**config.mk**
```make
export PLATFORM = sky130hd
export DESIGN_NAME = fan_pwm_ctrl
export DESIGN_NICKNAME = d
export VERILOG_FILES = /design/src/rtl/fan_pwm_pkg.sv /design/src/rtl/fan_pwm_chan.sv /design/src/rtl/fan_pwm_ctrl.sv
export SDC_FILE = /design/constraint.sdc
export NUM_CORES = 1
export LEC_CHECK = 0
export CORE_AREA = 4 4 78 80
export CTS_CLUSTER_DIAMETER = 120
export DETAILED_ROUTE_END_ITERATION = 6
export DIE_AREA = 0 0 82 84
export GPL_TIMING_DRIVEN = 0
export PLACE_DENSITY = 0.93
export SYNTH_ARGS = -nofsm -noshare
export SYNTH_HDL_FRONTEND = slang
export SYNTH_SLANG_ARGS = --single-unit
```
**constraint.sdc**
```tcl
create_clock -name CLK -period 6.77 [get_ports CLK]
set_input_delay 1.0155 -clock CLK [delete_from_list [all_inputs] [get_ports CLK]]
set_output_delay 1.0155 -clock CLK [all_outputs]
set_load 0.005 [all_outputs]
```
**src/rtl/fan_pwm_pkg.sv**
```systemverilog
// Shared types and helpers for the multi-channel fan PWM controller.
package fan_pwm_pkg;

  typedef enum logic [1:0] {
    LOW  = 2'd1,
    MED  = 2'd2,
    HIGH = 2'd3
  } level_e;

  // Level encodes the quarter of full scale: LOW=1/4, MED=1/2, HIGH=3/4.
  function automatic logic [31:0] level_to_duty(input level_e level, input int unsigned cnt_w);
    return {30'd0, level} << (cnt_w - 2);
  endfunction

  // Moves duty toward target by at most step. Comparing the distance against
  // the step keeps the arithmetic free of overflow or underflow.
  function automatic logic [31:0] ramp_step(input logic [31:0] duty,
                                            input logic [31:0] target,
                                            input logic [31:0] step);
    logic [31:0] r;
    r = duty;
    if (duty < target) begin
      r = ((target - duty) > step) ? (duty + step) : target;
    end else if (duty > target) begin
      r = ((duty - target) > step) ? (duty - step) : target;
    end
    return r;
  endfunction

endpackage

```
**src/rtl/fan_pwm_chan.sv**
```systemverilog
// One fan channel: hysteretic level FSM, boundary-gated duty ramp and PWM flop.
module fan_pwm_chan
  import fan_pwm_pkg::*;
#(
  parameter int CNT_W     = 10,
  parameter int TEMP_W    = 8,
  parameter int T_LO      = 50,
  parameter int T_HI      = 70,
  parameter int HYST      = 2,
  parameter int RAMP_STEP = 64
) (
  input  logic              CLK,
  input  logic              nRST,
  input  logic [CNT_W-1:0]  cnt,
  input  logic              bnd,
  input  logic [TEMP_W-1:0] temp,
  input  logic              en,
  input  logic              force_max,
  output logic              pwm,
  output logic [CNT_W-1:0]  duty,
  output logic [1:0]        fan_speed,
  output logic              at_target
);

  localparam logic [TEMP_W-1:0] T_LO_V = TEMP_W'(T_LO);
  localparam logic [TEMP_W-1:0] T_HI_V = TEMP_W'(T_HI);
  localparam logic [TEMP_W-1:0] T_LO_H = T_LO_V - TEMP_W'(HYST);
  localparam logic [TEMP_W-1:0] T_HI_H = T_HI_V - TEMP_W'(HYST);

  level_e           lvl_q, lvl_d;
  logic [CNT_W-1:0] duty_q, duty_d;
  logic             pwm_q, pwm_d;
  logic [CNT_W-1:0] target;

  always_comb begin
    lvl_d = lvl_q;
    case (lvl_q)
      LOW: begin
        if (temp > T_HI_V)       lvl_d = HIGH;
        else if (temp >= T_LO_V) lvl_d = MED;
      end
      MED: begin
        if (temp > T_HI_V)      lvl_d = HIGH;
        else if (temp < T_LO_H) lvl_d = LOW;
      end
      HIGH: begin
        if (temp < T_LO_H)       lvl_d = LOW;
        else if (temp <= T_HI_H) lvl_d = MED;
      end
      default: lvl_d = LOW;
    endcase
  end

  always_comb begin
    target = CNT_W'(level_to_duty(lvl_q, CNT_W));
    if (force_max) target = '1;
  end

  // Duty only moves at the period boundary so each period sees one duty value.
  always_comb begin
    duty_d = duty_q;
    if (bnd) begin
      duty_d = CNT_W'(ramp_step(32'(duty_q), 32'(target), 32'(RAMP_STEP)));
    end
    pwm_d = en & (cnt < duty_q);
  end

  always_ff @(posedge CLK or negedge nRST) begin
    if (!nRST) begin
      lvl_q  <= LOW;
      duty_q <= '0;
      pwm_q  <= 1'b0;
    end else begin
      lvl_q  <= lvl_d;
      duty_q <= duty_d;
      pwm_q  <= pwm_d;
    end
  end

  assign pwm       = pwm_q;
  assign duty      = duty_q;
  assign fan_speed = lvl_q;
  assign at_target = (duty_q == target);

endmodule

```
**src/rtl/fan_pwm_ctrl.sv**
```systemverilog
// Multi-channel temperature-driven fan PWM controller: shared period counter
// plus one fan_pwm_chan per channel.
module fan_pwm_ctrl
  import fan_pwm_pkg::*;
#(
  parameter int NCH       = 2,
  parameter int CNT_W     = 10,
  parameter int TEMP_W    = 8,
  parameter int T_LO      = 50,
  parameter int T_HI      = 70,
  parameter int HYST      = 2,
  parameter int RAMP_STEP = 64
) (
  input  logic                        CLK,
  input  logic                        nRST,
  input  logic [NCH-1:0][TEMP_W-1:0]  temp,
  input  logic [NCH-1:0]              en,
  input  logic                        force_max,
  output logic [NCH-1:0]              pwm,
  output logic [NCH-1:0][CNT_W-1:0]   duty,
  output logic [NCH-1:0][1:0]         fan_speed,
  output logic [NCH-1:0]              at_target,
  output logic                        period_start
);

  if (!(HYST <= T_LO && T_LO < T_HI)) begin : g_bad_thresholds
    $error("fan_pwm_ctrl: thresholds must satisfy HYST <= T_LO < T_HI");
  end

  logic [CNT_W-1:0] cnt_q, cnt_d;
  logic             period_start_q, period_start_d;
  logic             bnd;

  assign bnd = (cnt_q == '1);

  // period_start carries the same one-cycle latency as pwm, so it lines up
  // with the first pwm-high cycle of every period.
  always_comb begin
    cnt_d          = cnt_q + 1'b1;
    period_start_d = (cnt_q == '0);
  end

  always_ff @(posedge CLK or negedge nRST) begin
    if (!nRST) begin
      cnt_q          <= '0;
      period_start_q <= 1'b0;
    end else begin
      cnt_q          <= cnt_d;
      period_start_q <= period_start_d;
    end
  end

  assign period_start = period_start_q;

  for (genvar i = 0; i < NCH; i++) begin : g_chan
    fan_pwm_chan #(
      .CNT_W    (CNT_W),
      .TEMP_W   (TEMP_W),
      .T_LO     (T_LO),
      .T_HI     (T_HI),
      .HYST     (HYST),
      .RAMP_STEP(RAMP_STEP)
    ) u_chan (
      .CLK      (CLK),
      .nRST     (nRST),
      .cnt      (cnt_q),
      .bnd      (bnd),
      .temp     (temp[i]),
      .en       (en[i]),
      .force_max(force_max),
      .pwm      (pwm[i]),
      .duty     (duty[i]),
      .fan_speed(fan_speed[i]),
      .at_target(at_target[i])
    );
  end

endmodule

```
# Word level (Yosys, flattened, before mapping)
# Cells that the tools add are included.
dict set report word_totals {
  elab_cells 83
  mem_bits_ro 0
  output_inout_bits 29
  n_memories 0
  in_bits 21
  reg_bits 37
  ram_bits 0
  latch_bits 0
}
dict set report classes {
  bitwise_logic 2
  n_lt_le_gt_ge 18
  n_mux 24
  eq_ne 15
  shift 0
  n_reduce_logical 7
  add_sub_neg 9
  n_mul 0
  n_div 0
}
# operator count
set ops {}
lappend ops {{32-bit by 7-bit greater-than comparator with 1-bit output, second input constant} 4}
lappend ops {{10-bit 2-to-1 mux} 10}
lappend ops {{10-bit by 10-bit subtractor with 11-bit output} 4}
lappend ops {{10-bit < comparator} 4}
lappend ops {{2-bit 2-to-1 mux} 12}
lappend ops {{10-bit by 7-bit adder with 10-bit output, second input constant} 2}
lappend ops {{10-bit equality test} 2}
lappend ops {{10-bit greater-than comparator} 2}
lappend ops {{10-bit by 7-bit subtractor with 10-bit output, second input constant} 2}
lappend ops {{3-bit by 1-bit != test with 1-bit output, second input constant} 6}
lappend ops {{8-bit by 6-bit >= comparator with 1-bit output, second input constant} 2}
lappend ops {{8-bit by 7-bit greater-than comparator with 1-bit output, second input constant} 2}
lappend ops {{8-bit by 7-bit <= comparator with 1-bit output, second input constant} 2}
lappend ops {{8-bit by 6-bit < comparator with 1-bit output, second input constant} 2}
lappend ops {{2-bit one-hot mux with 3 select lines} 2}
lappend ops {{10-bit by 1-bit adder with 10-bit output, second input constant} 1}
lappend ops {{10-bit equality test, second input constant} 1}
lappend ops {{10-bit logical NOT} 1}
lappend ops {{2-bit equality test, second input constant} 4}
lappend ops {{3-bit AND reduction} 2}
lappend ops {{2-bit by 1-bit equality test with 1-bit output, second input constant} 2}
lappend ops {{2-bit AND reduction} 2}
lappend ops {{2-bit nonzero test} 2}
lappend ops {{1-bit AND} 2}

# Logic depth before layout (Yosys ltp)
# Gate-level depths: netlist of the first run.
dict set report logic_depth {
  word_depth 6
  ltp_mapped 12
  depth_no_buf 10
}

# By module
# A second synthesis of the first run with hierarchy kept.
dict set report unflattened {
  hier_cells 378
  area_unflattened_um2 3226.8
}
# mod seq_area_each_um2 instances area_per_inst_um2 cells_per_inst
set modules_own_cells {}
lappend modules_own_cells {fan_pwm_chan 201.4 2 1377.6 169}
lappend modules_own_cells {fan_pwm_ctrl 275.3 1 471.7 40}

# Worst setup path after synthesis of the first run
# OpenSTA, ideal clock, no wires.
dict set report synth_path {
  path_type {input to register}
  start {input force_max}
  end {register g_chan[1].u_chan.duty_q[8]}
  path_slack_ps 2961
  t_required_ps 6644
  arrival_ps 3683
  stages 11
  cell_sequence {clkbuf_2 > inv_1 > ha_1 > buf_6 > a211oi_2 > o2bb2ai_2 > or3_4 > a2111oi_4 > a211oi_1 > a311o_1 > o32a_1}
}
dict set report synth_via {
  elab_chain_len 6
}
# item line_no
set synth_rtl {}
lappend synth_rtl {{start: declaration} fan_pwm_ctrl.sv:18} ;# input logic force_max,
lappend synth_rtl {{10-bit 2-to-1 mux (*)} fan_pwm_chan.sv:56} ;# if (force_max) target = '1;
lappend synth_rtl {{10-bit by 10-bit subtractor with 11-bit output} fan_pwm_pkg.sv:25} ;# r = ((duty - target) > step) ? (duty - step) : target;
lappend synth_rtl {{32-bit by 7-bit greater-than comparator with 1-bit output} fan_pwm_pkg.sv:25}
lappend synth_rtl {{10-bit 2-to-1 mux} fan_pwm_pkg.sv:25}
lappend synth_rtl {{10-bit 2-to-1 mux} fan_pwm_pkg.sv:24} ;# end else if (duty > target) begin
lappend synth_rtl {{10-bit 2-to-1 mux} fan_pwm_pkg.sv:22} ;# if (duty < target) begin
lappend synth_rtl {{end signal: assignment} fan_pwm_chan.sv:75} ;# duty_q <= duty_d;
lappend synth_rtl {{end: declaration} fan_pwm_chan.sv:31} ;# logic [CNT_W-1:0] duty_q, duty_d;
# Mark *: on every way between the ends. The rest lies on a longest branch, timed or not. The select of a mux whose other input is x is not followed.
# A chain may end at the register's enable or synchronous reset.

# Worst setup path after layout of the first run
dict set report layout_path {
  start {input force_max}
  end {output at_target[0]}
}
dict set report layout_via {
  elab_chain_len 2
}
# item line_no
set layout_rtl {}
lappend layout_rtl {{10-bit 2-to-1 mux} fan_pwm_chan.sv:56}
lappend layout_rtl {{10-bit equality test} fan_pwm_chan.sv:83} ;# assign at_target = (duty_q == target);
lappend layout_rtl {{end: declaration} fan_pwm_ctrl.sv:22} ;# output logic [NCH-1:0] at_target,
# Every way passes these cells.

==> results of run 1 <==
## worst paths after layout
check                           cells after the start  slack, ns                       endpoint
worst max register to register                     11       3.54       g_chan[1].u_chan.duty[8]
worst max-delay path                               11       1.23                   at_target[0]
max in group asynchronous                           1       4.68           g_chan[1].u_chan.pwm
min in group asynchronous                           1       1.37       g_chan[0].u_chan.duty[6]
worst min register to register                      2       0.56  g_chan[1].u_chan.fan_speed[1]
worst min-delay path                                2       0.56  g_chan[1].u_chan.fan_speed[1]
## registers in the layout, indices dropped and copies added, names as in the netlist
name and count:
g_chan.u_chan.fan_speed 4, period_start 1, g_chan.u_chan.duty 10, cnt_q 10
g_chan.u_chan.pwm 2
## stage by stage
step | total power (W) | worst slack [ns]
final | 0.000522 | 1.23
after global routing | 0.000555 | 1.06
after CTS | 0.000519 | 1.27
after detailed placement | 0.000423 | 1.31
after global placement | 0.000413 | 1.43
after floorplan | 0.000345 | 2.96
## synth_stat cells (2+ instances only)
| library cell | count | area, um2 |
|---|---|---|
| ha_1 | 46 | 576 |
| o21ai_0 | 31 | 155 |
| inv_1 | 28 | 105 |
| a21oi_1 | 25 | 125 |
| dfrtp_1 | 25 | 626 |
| nand2_1 | 25 | 93.8 |
| nor2_1 | 21 | 78.8 |
| buf_4 | 15 | 113 |
| nand3_1 | 14 | 70.1 |
| xnor2_1 | 13 | 114 |
| a21o_1 | 9 | 67.6 |
| nor3_1 | 8 | 40.0 |
| xor2_1 | 8 | 70.1 |
| mux2i_1 | 7 | 70.1 |
| nand2b_1 | 7 | 43.8 |
| nor2b_1 | 6 | 37.5 |
| o31ai_1 | 6 | 45.0 |
| a31oi_1 | 5 | 31.3 |
| nor4_1 | 5 | 31.3 |
| o21a_1 | 5 | 37.5 |
| a2111oi_0 | 4 | 35.0 |
| a211o_1 | 4 | 35.0 |
| a211oi_1 | 4 | 30.0 |
| a22oi_1 | 4 | 30.0 |
| o2111a_1 | 4 | 45.0 |
| o211ai_1 | 4 | 30.0 |
| and3_1 | 3 | 18.8 |
| buf_6 | 3 | 33.8 |
| clkbuf_1 | 3 | 11.3 |
| or2_2 | 3 | 18.8 |
| dfstp_2 | 2 | 52.6 |
| nand3b_1 | 2 | 15.0 |
| nor3b_1 | 2 | 15.0 |
| o22ai_1 | 2 | 12.5 |
| o311ai_0 | 2 | 17.5 |
| or3_1 | 2 | 12.5 |
## per-layer routing
layer / up-vias / track usage / wire (um)
met5: - / 0 / 0
met4: 0 / 0.0770 / 170
met2: 126 / 0.424 / 4060
met3: 22 / 0.0205 / 443
met1: 1464 / 0.295 / 3290
li1: 1502 / - / -
## power breakdown
part / switching [W] / internal, W
clock: 0.0000562 / 0.0000420
combinational: 0.000127 / 0.000104
sequential: 0.0000167 / 0.000176
## logic make-up (layout without fill, tap and decap cells)
kind of cell | count (synthesis) | in the layout | share of synthesized area
flip-flops | 27 | 27 | 0.213
XOR/XNOR | 21 | 21 | 0.0578
buffers and inverters | 51 | 104 | 0.0857
AO/OA/AOI/OAI | 124 | 124 | 0.271
AND/OR/NAND/NOR | 106 | 106 | 0.170
adder cells (fa/ha/maj) | 46 | 46 | 0.181
multiplexers | 7 | 7 | 0.0220
## area by class of cell
type / instances / area (um2) / share of cell area
buffer: 23 / 168 / 0.0440
clock buffer: 3 / 41.3 / 0.0108
multi-input combinational: 304 / 2230 / 0.585
timing repair buffer: 49 / 490 / 0.129
clock inverter: 1 / 7.51 / 0.00197
tap: 72 / 90.1 / 0.0236
sequential: 27 / 678 / 0.178
inverter: 28 / 105 / 0.0276
## worst max-delay path: stages
cell	delay (ns)
clkdlybuf4s50_1	0.65
clkbuf_2	0.30
inv_1	0.42
nand2_1	0.24
ha_1	0.34
clkbuf_1	0.32
nand2_1	0.13
or3_1	0.42
inv_1	0.08
buf_4	0.09
clkdlybuf4s50_1	0.51
==> results.json, run 1 <==
{
  "hpwl_um": 6290,
  "crit_type": "input pin to primary output",
  "max_freq_ghz": 0.180,
  "holdCritStartpoint": "g_chan[1].u_chan.fan_speed[0]",
  "crit_arrival_ns": 4.53,
  "synth_seq_cells": 27,
  "vias": 3114,
  "final.setup.tns_ns": 0,
  "finClkSkew_ns": 0.0102,
  "leakagePower_nw": 1.67,
  "hold_buffers": 0,
  "setup_viol": 0,
  "cts_max_level": 1,
  "yosysUniqueCellTypes": 61,
  "cp_max_fo": 12,
  "io_pins": 50,
  "wl_per_cell_um": 15.7,
  "first_iter_violations": 279,
  "startpoint": "force_max",
  "fin_hold_ws_ns": 0.562,
  "clock_latency_ns": 0.29,
  "drc": 0,
  "yosys_most_used_dff": "dfrtp_1",
  "areaGrowthSynthToFinish_pct": 19.8,
  "slew_headroom": 0.184,
  "yosys_warnings": 0,
  "critPathLaunchType": "input pin",
  "fin_crit_sh": 0.818,
  "post_cts_buffers": 0,
  "final_common_cell": "clkdlybuf4s50_1",
  "grt_overflow": 0,
  "cts_sinks": 27,
  "initial_utilization": 0.589,
  "routabilityCongestion": 0.947,
  "path_clk_slew_ns": 0.10,
  "numCtsBuffers": 3,
  "finalWirelength_um": 7960,
  "grt_pass1_vias": 3026,
  "end_kind": "primary output",
  "fin_crit_ns": 5.54,
  "finalHoldViolations": 0,
  "syn_inst": 382,
  "syn-cell-area_um2": 3180,
  "place_area_um2": 3760,
  "antenna_found_initial": 0,
  "rows": 27,
  "drv_cap": 0,
  "diodes": 0,
  "synth_edf_count": 0,
  "final_cells": 507,
  "synth_fp_nets": 449,
  "routed_via_density": 6.14,
  "post-route-util": 0.705,
  "dp.cells": 503,
  "ir_drop_uv": 181,
  "core-area_um2": 5410,
  "cts_root_buf": "clkbuf_8",
  "holdCritPathClass": "flip-flop to flip-flop",
  "stdcell_area_um2": 3810,
  "synthArstFlopShare": 1.00,
  "synth_seq_area_share": 0.213,
  "ctsResizeCount": 0,
  "p_per_area_nw_per_um2": 137,
  "tightest_slew_ns": 1.22,
  "reg2reg_from": "g_chan[1].u_chan.fan_speed[0]",
  "clk_path_buf_depth": 2,
  "io_buffers": 49,
  "outcome": "finished clean",
  "grt_first_pass_wirelength_um": 13400,
  "grt_max_degree": 28,
  "dieArea_um2": 6890,
  "layout-drive-gt1-share": 0.0943,
  "timing.final.max_slew_violations": 0,
  "rsz0062_at_grt": "no",
  "layout_common_cells": "clkdlybuf4s50_1 (49), ha_1 (46), o21ai_0 (31)",
  "die_w_um": 82,
  "num-fill-cells": 405,
  "cts_tree": "yes",
  "synth_area_per_cell_um2": 8.33,
  "track_usage": 0.238,
  "firstDrtPassIters": 5,
  "ant_nets": 0,
  "die_y_um": 84,
  "nets": 503,
  "required_ns": 5.75
}
Note: power is estimated with default switching activity, not from simulation.
==> run 2: changes to the inputs <==
CORE_AREA = 4 4 82 84   (was 4 4 78 80)
DIE_AREA = 0 0 86 88   (was 0 0 82 84)
PLACE_DENSITY = 0.86   (was 0.93)
clock period = 5.1 ns   (was 6.77 ns; I/O delays follow)
==> results.json, run 2 (synthesized netlist as in run 1, its figures left out) <==
{
  "outcome": "finished clean",
  "pwr-share-seq": 0.372,
  "tightest_slew_ns": 1.24,
  "hold_buffers": 0,
  "dieArea_um2": 7570,
  "areaGrowthSynthToFinish_pct": 20.0,
  "cts_sinks": 27,
  "holdCritPathClass": "flip-flop to flip-flop",
  "p_int_w": 0.000427,
  "clk_path_buf_depth": 2,
  "routed_via_density": 5.96,
  "critPathLaunchType": "input pin",
  "setup_viol": 0,
  "antenna_found_initial": 0,
  "clkPwrFrac": 0.187,
  "slew_headroom": 0.172,
  "p_per_area_nw_per_um2": 179,
  "cts_root_buf": "clkbuf_8",
  "cts_tree": "yes",
  "end_kind": "primary output",
  "cts_max_level": 1,
  "io_buffers": 49,
  "fin_crit_sh": 0.943,
  "post-route-util": 0.645,
  "finClkSkew_ns": 0.00845,
  "finalHoldViolations": 0,
  "grt_pass1_vias": 3050,
  "nets": 503,
  "die_w_um": 86,
  "final.setup.tns_ns": 0,
  "grt_overflow": 0,
  "leakagePower_nw": 1.66,
  "vias": 3042,
  "drc": 0,
  "io_pins": 50,
  "layout_common_cells": "clkdlybuf4s50_1 (49), ha_1 (46), o21ai_0 (31)",
  "firstDrtPassIters": 4,
  "cp_max_fo": 12,
  "grt_max_degree": 28,
  "rows": 28,
  "multi_input_area_um2": 2230,
  "required_ns": 4.34,
  "timing.final.max_slew_violations": 0,
  "cp_slowest_stage_delay_ns": 0.74,
  "seq_area_um2": 678,
  "crit_path_top_delay_cell": "clkdlybuf4s50_1",
  "final_common_cell": "clkdlybuf4s50_1",
  "final.setup.worst_slack_ns": 0.288,
  "die_y_um": 88,
  "pre_cts_slack_ns": 0.223,
  "num-fill-cells": 482,
  "drv_cap": 0,
  "cp_num_buf_inv": 7,
  "wl_per_cell_um": 15.3,
  "power_switching_w": 0.000257,
  "initial_utilization": 0.538,
  "hpwl_um": 6130,
  "clock_latency_ns": 0.28,
  "first_iter_violations": 137,
  "ir_drop_uv": 159,
  "fin_crit_ns": 4.81,
  "core-area_um2": 5920,
  "max_freq_ghz": 0.208,
  "sw_frac_of_total": 0.376,
  "diodes": 0,
  "numCtsBuffers": 3,
  "crit_type": "input pin to primary output",
  "layout-drive-gt1-share": 0.0966,
  "rsz0062_at_grt": "no",
  "track_usage": 0.215,
  "routabilityCongestion": 0.914,
  "fin_hold_ws_ns": 0.553,
  "path_clk_slew_ns": 0.09,
  "final_cells": 510,
  "p_comb_frac": 0.441,
  "crit_arrival_ns": 4.05,
  "ant_nets": 0,
  "finalWirelength_um": 7800,
  "dp.cells": 506,
  "crit_chain": "clkdlybuf4s50_1 > clkbuf_2 > clkinvlp_4 > nand2_1 > ha_1 > clkbuf_1 > nand2_1 > or3_1 > inv_1 > buf_4 > clkdlybuf4s50_1",
  "crit_family": "buffers and inverters",
  "rrSetupSlack_ns": 1.90,
  "grt_first_pass_wirelength_um": 13500
}
==> run 2: cell types whose count changed in the layout (fill, tap and decap cells not counted), sizes merged <==
| cell | previous run | this run |
|---|---|---|
| inv | 28 | 27 |
| clkinvlp | 1 | 2 |
==> run 2: metrics by stage <==
stage	area [um2]	total power [W]
final	3820	0.000685
after global routing	3820	0.000736
after CTS	3820	0.000685
after detailed placement	3770	0.000558
after global placement	3770	0.000548
after floorplan	3180	0.000457
==> run 2: layout make-up <==
type                    count  area share
clock buffers               3      0.0108
inverters                  28      0.0285
well taps                  75      0.0246
plain buffers              23      0.0439
flip-flops and latches     27       0.178
multi-input cells         304       0.584
clock inverters             1     0.00197
repair buffers             49       0.128
==> run 2: per-layer routing <==
layer / vias to the layer above / wire length, um / global-route usage
met1: 1437 / 3350 / 0.265
met2: 99 / 3960 / 0.395
met5: - / 0 / 0
met4: 0 / 121 / 0.0619
met3: 12 / 369 / 0.0235
li1: 1494 / - / -
==> run 2: power groups by stage <==
stage	clock [W]	combinational, W	sequential, W
floorplan	0	0.000202	0.000255
CTS	0.000129	0.000302	0.000254
detailed placement	0	0.000299	0.000259
finish	0.000128	0.000302	0.000255
global route	0.000139	0.000339	0.000258
global placement	0	0.000290	0.000258
==> run 2: final timing paths <==
kind	depth (start not counted)	end	startpoint
min in group asynchronous	1	g_chan[0].u_chan.fan_speed[1]	nRST
setup / recovery	11	at_target[0]	force_max
hold reg to reg	2	g_chan[1].u_chan.fan_speed[1]	g_chan[1].u_chan.fan_speed[0]
setup reg to reg	11	g_chan[1].u_chan.duty[8]	g_chan[1].u_chan.fan_speed[0]
hold / removal	2	g_chan[1].u_chan.fan_speed[1]	g_chan[1].u_chan.fan_speed[0]
max in group asynchronous	1	g_chan[1].u_chan.duty[8]	nRST
==> run 2: tightest hold or removal path: cells and delay by family, from the launching register on <==
| family | cells | cell delay, ns |
|---|---|---|
| compound gates | 1 | 0.06 |
| flops | 1 | 0.41 |
| simple gates | 1 | 0.06 |
==> run 2: what timing repair did <==
action	in CTS	in global routing
buffers inserted	0	0
gates resized for setup	0	1
endpoints found under the setup margin	0	1
